File: src/rtl/motor_ramp_sequencer.sv
// Duty/direction sequencer for the HB3 PWM block: rate-limited ramping,
// brake-dead-reverse on direction change, and a level-sensitive emergency stop.
module motor_ramp_sequencer #(
    parameter int unsigned RAMP_DIV = 1000,
    parameter int unsigned DEADTIME = 5000,
    parameter int unsigned MAX_DUTY = 100
) (
    input  logic       refclk,
    input  logic       resetN,
    input  logic       cmd_valid,
    output logic       cmd_ready,
    input  logic [7:0] cmd_speed,
    input  logic       cmd_dir,
    input  logic       cmd_enable,
    input  logic       estop,
    output logic [7:0] duty_cycle,
    output logic [7:0] control,
    output logic       busy,
    output logic [2:0] state_o
);

    localparam int unsigned PW = (RAMP_DIV > 1) ? $clog2(RAMP_DIV) : 1;
    localparam int unsigned DW = (DEADTIME > 1) ? $clog2(DEADTIME) : 1;
    localparam logic [7:0]    MAXD       = 8'(MAX_DUTY);
    localparam logic [PW-1:0] PRESC_LAST = PW'(RAMP_DIV - 1);
    localparam logic [DW-1:0] DEAD_LAST  = DW'(DEADTIME - 1);

    typedef enum logic [2:0] {
        S_IDLE  = 3'd0,
        S_RAMP  = 3'd1,
        S_HOLD  = 3'd2,
        S_BRAKE = 3'd3,
        S_DEAD  = 3'd4,
        S_ESTOP = 3'd5
    } state_t;

    state_t        r_state;
    logic [7:0]    r_duty;
    logic          r_dir;
    logic          r_run;
    logic [7:0]    r_tgt_speed;
    logic          r_tgt_dir;
    logic          r_tgt_en;
    logic [PW-1:0] r_presc;
    logic [DW-1:0] r_dead;

    logic       w_accept;
    logic       w_tick;
    logic [7:0] w_cmd_eff;
    logic [7:0] w_eff;
    logic [7:0] w_ramp_duty;
    logic [7:0] w_brake_duty;

    assign cmd_ready  = resetN && !estop && (r_state != S_ESTOP);
    assign w_accept   = cmd_valid && cmd_ready;
    assign duty_cycle = r_duty;
    assign control    = {6'b0, r_dir, r_run};
    assign busy       = (r_state != S_IDLE);
    assign state_o    = r_state;

    // Incoming command's target decides the IDLE exit; everything else steps
    // against the previously latched target.
    assign w_cmd_eff = cmd_enable ? ((cmd_speed > MAXD) ? MAXD : cmd_speed) : '0;
    assign w_eff     = r_tgt_en ? ((r_tgt_speed > MAXD) ? MAXD : r_tgt_speed) : '0;
    assign w_tick    = (r_presc == PRESC_LAST);

    always_comb begin
        w_ramp_duty = r_duty;
        if (w_tick) begin
            if (r_duty < w_eff)
                w_ramp_duty = r_duty + 8'd1;
            else if (r_duty > w_eff)
                w_ramp_duty = r_duty - 8'd1;
        end
    end

    assign w_brake_duty = (w_tick && (r_duty != '0)) ? r_duty - 8'd1 : r_duty;

    always_ff @(posedge refclk) begin
        if (!resetN) begin
            r_state     <= S_IDLE;
            r_duty      <= '0;
            r_dir       <= 1'b0;
            r_run       <= 1'b0;
            r_tgt_speed <= '0;
            r_tgt_dir   <= 1'b0;
            r_tgt_en    <= 1'b0;
            r_presc     <= '0;
            r_dead      <= '0;
        end else if (estop) begin
            r_state <= S_ESTOP;
            r_duty  <= '0;
            r_dir   <= 1'b0;
            r_run   <= 1'b0;
            r_presc <= '0;
            r_dead  <= '0;
        end else begin
            if (w_accept) begin
                r_tgt_speed <= cmd_speed;
                r_tgt_dir   <= cmd_dir;
                r_tgt_en    <= cmd_enable;
            end
            case (r_state)
                S_IDLE: begin
                    r_duty <= '0;
                    r_run  <= 1'b0;
                    if (w_accept && (w_cmd_eff != '0)) begin
                        r_presc <= '0;
                        r_dead  <= '0;
                        if (cmd_dir == r_dir) begin
                            r_state <= S_RAMP;
                            r_run   <= 1'b1;
                        end else begin
                            r_state <= S_DEAD;
                        end
                    end
                end
                S_RAMP: begin
                    if ((r_tgt_dir != r_dir) && r_run) begin
                        r_state <= S_BRAKE;
                        r_presc <= '0;
                    end else begin
                        r_presc <= w_tick ? '0 : r_presc + 1'b1;
                        r_duty  <= w_ramp_duty;
                        if (w_ramp_duty == w_eff) begin
                            if (w_eff == '0) begin
                                r_state <= S_IDLE;
                                r_run   <= 1'b0;
                            end else begin
                                r_state <= S_HOLD;
                            end
                        end
                    end
                end
                S_HOLD: begin
                    if (r_tgt_dir != r_dir) begin
                        r_state <= S_BRAKE;
                        r_presc <= '0;
                    end else if (w_eff != r_duty) begin
                        r_state <= S_RAMP;
                        r_presc <= '0;
                    end
                end
                S_BRAKE: begin
                    r_presc <= w_tick ? '0 : r_presc + 1'b1;
                    r_duty  <= w_brake_duty;
                    if (w_brake_duty == '0) begin
                        r_state <= S_DEAD;
                        r_run   <= 1'b0;
                        r_dead  <= '0;
                    end
                end
                S_DEAD: begin
                    r_duty <= '0;
                    r_run  <= 1'b0;
                    if (r_dead == DEAD_LAST) begin
                        r_dead <= '0;
                        r_dir  <= r_tgt_dir;
                        if (w_eff != '0) begin
                            r_state <= S_RAMP;
                            r_run   <= 1'b1;
                            r_presc <= '0;
                        end else begin
                            r_state <= S_IDLE;
                        end
                    end else begin
                        r_dead <= r_dead + 1'b1;
                    end
                end
                S_ESTOP: begin
                    r_state  <= S_IDLE;
                    r_tgt_en <= 1'b0;
                end
                default: r_state <= S_IDLE;
            endcase
        end
    end

endmodule

File: config.mk
export PLATFORM = sky130hd
export DESIGN_NAME = motor_ramp_sequencer
export DESIGN_NICKNAME = d
export VERILOG_FILES = /design/src/rtl/motor_ramp_sequencer.sv
export SDC_FILE = /design/constraint.sdc
export NUM_CORES = 1
export LEC_CHECK = 0
export CAP_MARGIN = 10
export CORE_MARGIN = 3
export CORE_UTILIZATION = 48
export DETAILED_ROUTE_END_ITERATION = 10
export PLACE_DENSITY_LB_ADDON = 0.1
export SLEW_MARGIN = 20
export SYNTH_ARGS = -nofsm -noshare
export SYNTH_HDL_FRONTEND = slang
export SYNTH_SLANG_ARGS = --single-unit
export TNS_END_PERCENT = 20
File: constraint.sdc
create_clock -name refclk -period 7.6 [get_ports refclk]
set_clock_uncertainty 0.05 [all_clocks]
set_input_delay 1.14 -clock refclk [delete_from_list [all_inputs] [get_ports refclk]]
set_output_delay 1.14 -clock refclk [all_outputs]
set_load 0.01 [all_outputs]
==> flow_summary.yaml, run 1 <==
run_status:
  status: "complete, no violations"
cells_and_area:
  postLayoutCoreUtil_pct: 55.9
  antennaDiodeCount: 0
  drive_gt1_share_pct: 7.54
  final_common_cell: "nor2_1"
  final_cell_mix: "nor2_1 (52), dfxtp_1 (46), nand2_1 (41)"
  synthToLayoutAreaGrowth_pct: 10.1
  stdcell_area_sq_um: 3900
  final_nets: 489
  fin_cells: 560
floorplan:
  die_area_sq_um: 8450
  rows: 30
  chipHeight_um: 91.9
  start_util_pct: 50.8
  core_region_area_sq_um: 6980
  die_w_um: 91.9
  ioPinCount: 35
timing:
  setup_tns_ns: 0
  hold_violations: 0
  rsz0062_at_grt: "false"
  slew_headroom_pct: 33.1
  clock.fmax_ghz: 0.222
  fin_ws_ns: 3.09
  worst_pin_slew_ns: 0.999
  period_minus_slack_ns: 4.51
  period_share_pct: 59.4
  final-setup-viol-count: 0
  hold_slack_ns: 0.464
  slew_viol_final: 0
clock_tree:
  cts_hold_buf: 0
  numCtsBuffers: 5
  cts_setup_buffers: 0
  clkSinkCount: 46
  clk_pin_slew_ns: 0.09
  clockRootBuffer: "clkbuf_8"
  cts_tree: "built"
  cts_resized: 0
  htree_levels: 2
  clock_latency_ns: 0.30
  cts_buffer_depth: 2
hold_path:
  hold_depth: 2
  hold_end: "r_run"
  min_from: "r_run"
  min_path_type: "flip-flop to flip-flop"
yosys:
  synth_top_area_cell: "dfxtp_1"
  synth-edff-count: 0
  ys.flop_type: "dfxtp_1"
  ys_top_cells_by_area: "dfxtp_1 (26%), nor2_1 (5.5%), nand2_1 (4.3%)"
  syn_inst: 457
  async_flop_share_pct: 0
  yosys_warnings: 0
  synthesis.area_sq_um: 3540
  synth-seq-cells: 46
  yosysSeqAreaShare_pct: 26.0
  post_synth.cell_area_avg_sq_um: 7.76
  synth_cell_type_count: 69
  synth.top_cell.area_share_pct: 26.0
routing:
  antenna_left: 0
  drc: 0
  drt-total-wl_um: 8940
  wire_per_inst_um: 16.0
  dr_total_vias: 3372
  dr.pass1.iters: 6
  vias_per_cell: 6.02
  drtIter0Drc: 206
critical_path:
  crit_fanout: 14
  reg2reg_from: "r_tgt_speed[3]"
  r2r_cells: 13
  cp.required_ns: 7.74
  crit_path_start_kind: "primary input"
  r2r_end: "state_o[1]"
  arrival_ns: 4.65
  rrSetupSlack_ns: 3.74
  critPathKind: "primary input to flip-flop"
  startpoint: "resetN"
  worstSetupEndpointType: "flip-flop"
power:
  power_mw: 0.541
  irDropWorstVdd_v: 0.000105
  power_density_nw_per_um2: 139
  leakagePower_nw: 1.48
global_route:
  grt.total_usage_pct: 21.3
  grt_max_degree: 21
  antenna_found_initial: 0
  grt_pass1_vias: 3084
  grt_pass1_wl_um: 15000
  grt-ovfl-total: 0
place:
  port-buffer-count: 28
  place_ws_ns: 2.77
  hpwl_um: 6530
  placed_cell_area_sq_um: 3780
  place_inst: 552
  place_congestion: 0.921
job:
  drv_cap: 0
==> Yosys cell counts (all sizes together) (2+ instances only) <==
cell and instances:
nor2 56, dfxtp 46, nand2 41, o21ai 32, a21oi 26, nor3 22
clkbuf 19, nand3 16, xor2 16, buf 15, mux2i 15, xnor2 14
nand4 13, ha 12, nor2b 12, inv 11, nor4 9, or3 8
or4 6, and2 4, o2111ai 4, or2 4, a211oi 3, a311oi 3
nand2b 3, o211a 3, o21a 3, o31ai 3, a2111oi 2, a211o 2
a221o 2, a31o 2, a31oi 2, a32oi 2, and3 2, conb 2
nand3b 2, nand4b 2, o22ai 2, o31a 2, o41ai 2
==> state kept, by name, indices dropped and copies added, names as in the netlist <==
signal and cells:
r_tgt_en 1, r_tgt_dir 1, r_dead 13, r_tgt_speed 8, r_dir 1, r_run 1, r_presc 10, state_o 3
duty_cycle 8
==> worst max path at each step <==
stage | to | slack [ns] | cells past startpoint
3_5_place_dp | r_presc[6] | 2.77 | 10
4_1_cts | r_presc[6] | 3.10 | 10
5_1_grt | r_presc[6] | 2.65 | 10
3_3_place_gp | r_presc[6] | 2.89 | 10
2_1_floorplan | state_o[1] | 4.36 | 15
6_report | r_presc[6] | 3.09 | 10
==> cells by family (layout without fill, tap and decap cells) <==
family / after synthesis / after routing / synth area share (%)
xor+xnor: 31 / 31 / 8.08
simple gates: 204 / 204 / 30.1
fa+ha+maj: 12 / 12 / 4.24
compound gates: 102 / 102 / 20.8
flops: 46 / 46 / 26.0
mux: 15 / 15 / 4.24
other cells: 2 / 7 / 0.212
buf+inv: 45 / 47 / 6.35
==> critical path, cell delays in order <==
cell	delay [ns]
clkdlybuf4s50_1	0.70
nor2b_1	0.65
nand3_1	0.60
nor2_1	0.34
o21ai_0	0.14
a221o_1	0.52
nor2_1	0.22
nand4_1	0.13
xor2_1	0.15
nor2_1	0.05
==> cell type report <==
class / instances / area, sq um
inverters: 11 / 41.3
clock buffers: 5 / 68.8
repair buffers: 28 / 280
flip-flops and latches: 46 / 921
fillers: 702 / 3080
well taps: 96 / 120
clock inverters: 3 / 48.8
multi-input cells: 371 / 2420
==> where the power goes <==
group / switching [mW] / internal [mW]
Combinational: 0.0563 / 0.0382
Clock: 0.0912 / 0.100
Sequential: 0.0101 / 0.245
==> layer usage <==
| metal | global-route usage (%) | part of all wire [%] | vias to the layer above |
|---|---|---|---|
| met2 | 34.5 | 45 | 125 |
| met1 | 30.3 | 48 | 1582 |
| met4 | 5.20 | 0.85 | 0 |
| li1 | - | - | 1656 |
| met3 | 2.38 | 6.2 | 9 |
| met5 | 0 | 0 | - |
Note: power is estimated with default switching activity, not from simulation.
==> inputs of run 2 (changes only) <==
==> constraint.sdc (replaced) <==
create_clock -name refclk -period 4 [get_ports refclk]
set_clock_uncertainty 0.05 [all_clocks]
set_input_delay 0.6 -clock refclk [delete_from_list [all_inputs] [get_ports refclk]]
set_output_delay 0.6 -clock refclk [all_outputs]
set_load 0.01 [all_outputs]
==> run 2 against run 1 <==
  * Final area is 1.2% higher
  * Via count fell by 1.0%
  * Routed wire length grew 3.5%
  * Worst setup slack lost 2.8 ns
  * Clock power is 54% higher
  * Non-clock buffer count rose by 11
  * Hold slack worse by 0.0084 ns
  * Sequential share of layout area decreased by 0.28 points
  * Count of clock-buffer cells in the layout is the same
  * Die area unchanged
  * Global-route usage up 0.49 points
  * Sequential cell count unchanged
  * Largest cell class unchanged
==> flow_summary.yaml, run 2 (same netlist as run 1, synthesis figures left out) <==
run_status:
  status: "complete, no violations"
floorplan:
  rows: 30
  core_region_area_sq_um: 6980
  ioPinCount: 35
  chipHeight_um: 91.9
  die_w_um: 91.9
  start_util_pct: 50.8
  die_area_sq_um: 8450
cells_and_area:
  top_regs: "r_dead (13), r_presc (10)"
  top_register: "r_dead"
  final_cell_mix: "nor2_1 (52), dfxtp_1 (46), nand2_1 (41)"
  drive_gt1_share_pct: 9.47
  antennaDiodeCount: 0
  synthToLayoutAreaGrowth_pct: 11.4
  final_nets: 500
  largest_register_ffs: 13
  final_common_cell: "nor2_1"
  stdcell_area_sq_um: 3950
routing:
  vias_per_cell: 5.85
  dr.pass1.iters: 6
  drtIter0Drc: 203
  drt-total-wl_um: 9260
  antenna_left: 0
  dr_total_vias: 3338
  wire_per_inst_um: 16.2
  drc: 0
timing:
  setup_tns_ns: 0
  period_minus_slack_ns: 3.70
  slew_headroom_pct: 54.0
  worst_pin_slew_ns: 0.688
  rsz0062_at_grt: "false"
  slew_viol_final: 0
  hold_violations: 0
  hold_slack_ns: 0.455
  period_share_pct: 92.5
  final-setup-viol-count: 0
  clock.fmax_ghz: 0.270
hold_path:
  min_path_type: "flip-flop to flip-flop"
critical_path:
  arrival_ns: 3.82
  crit_fanout: 6
  worstSetupEndpointType: "flip-flop"
  cp.required_ns: 4.12
  crit_path_start_kind: "flip-flop"
  critPathKind: "flip-flop to flip-flop"
power:
  power_density_nw_per_um2: 244
  switchingPower_mw: 0.298
  netSwitchingFraction_pct: 30.9
  irDropWorstVdd_v: 0.000164
  p_comb_share_pct: 19.5
  leakagePower_nw: 1.52
  p_seq_share_pct: 50.1
  p_clk_share_pct: 30.5
  internal_power_mw: 0.666
clock_tree:
  cts_tree: "built"
  cts_setup_buffers: 0
  cts_resized: 0
  clk_pin_slew_ns: 0.09
  clock_latency_ns: 0.31
  clkSinkCount: 46
  clockRootBuffer: "clkbuf_8"
  numCtsBuffers: 5
  cts_buffer_depth: 2
  htree_levels: 2
  cts_hold_buf: 0
global_route:
  grt_pass1_vias: 3052
  grt.total_usage_pct: 21.8
  antenna_found_initial: 0
  grt-ovfl-total: 0
  grt_pass1_wl_um: 15100
  grt_max_degree: 21
place:
  hpwl_um: 6980
  place_congestion: 0.971
  port-buffer-count: 28
  placed_cell_area_sq_um: 3860
job:
  drv_cap: 0
==> run 2: cell count changes in the layout (fill, tap and decap cells not counted), sizes merged <==
cell      change
clkinv        +2
buf          +11
bufinv        -1
clkinvlp      -1
==> run 2: through the flow <==
step / std cells / util [%] / power, mW / worst slack, ns
after floorplan: 462 / - / 0.622 / 0.764
after global placement: 563 / 55.3 / 0.677 / 0.487
after detailed placement: 563 / 55.3 / 0.678 / 0.381
after CTS: 571 / 56.6 / 0.969 / 0.343
after global routing: 571 / 56.6 / 1.00 / 0.109
final: 571 / 56.6 / 0.964 / 0.300
==> run 2: power by group through the flow <==
stage          clock network (mW)  registers (mW)  logic [mW]
2_1_floorplan                   0           0.485       0.138
3_3_place_gp                    0           0.493       0.184
3_5_place_dp                    0           0.493       0.185
4_1_cts                     0.301           0.482       0.186
5_1_grt                     0.314           0.485       0.205
6_report                    0.294           0.483       0.188
==> run 2: final timing paths <==
| kind | to | cells past startpoint | slack [ns] | startpoint |
|---|---|---|---|---|
| setup / recovery | state_o[1] | 13 | 0.30 | r_tgt_speed[3] |
| hold / removal | r_dead[5] | 2 | 0.46 | r_dead[5] |
| setup reg to reg | state_o[1] | 13 | 0.30 | r_tgt_speed[3] |
| hold reg to reg | r_dead[5] | 2 | 0.46 | r_dead[5] |
==> run 2: worst max-delay path, cell delays in order, from the launching register on <==
cell,delay [ns]
dfxtp_1,0.35
o211a_1,0.25
and4bb_2,0.35
nand2_1,0.11
ha_1,0.30
nor2b_1,0.13
o211ai_1,0.25
a21o_1,0.30
nand2_1,0.18
a311oi_1,0.47
xnor2_1,0.20
nor3_1,0.09
a311oi_1,0.43
o31ai_1,0.13
==> run 2: final cells by class <==
class	count	area, sq um
fillers	679	3030
multi-input cells	371	2420
flip-flops and latches	46	921
repair buffers	39	363
well taps	96	120
clock buffers	5	68.8
inverters	11	41.3
clock inverters	3	18.8
==> run 2: metal layers <==
metal | vias up | routed length [um] | GRT usage (%)
li1 | 1672 | - | -
met1 | 1547 | 4460 | 30.7
met2 | 104 | 4320 | 35.6
met3 | 15 | 350 | 2.13
met4 | 0 | 133 | 5.94
met5 | - | 0 | 0
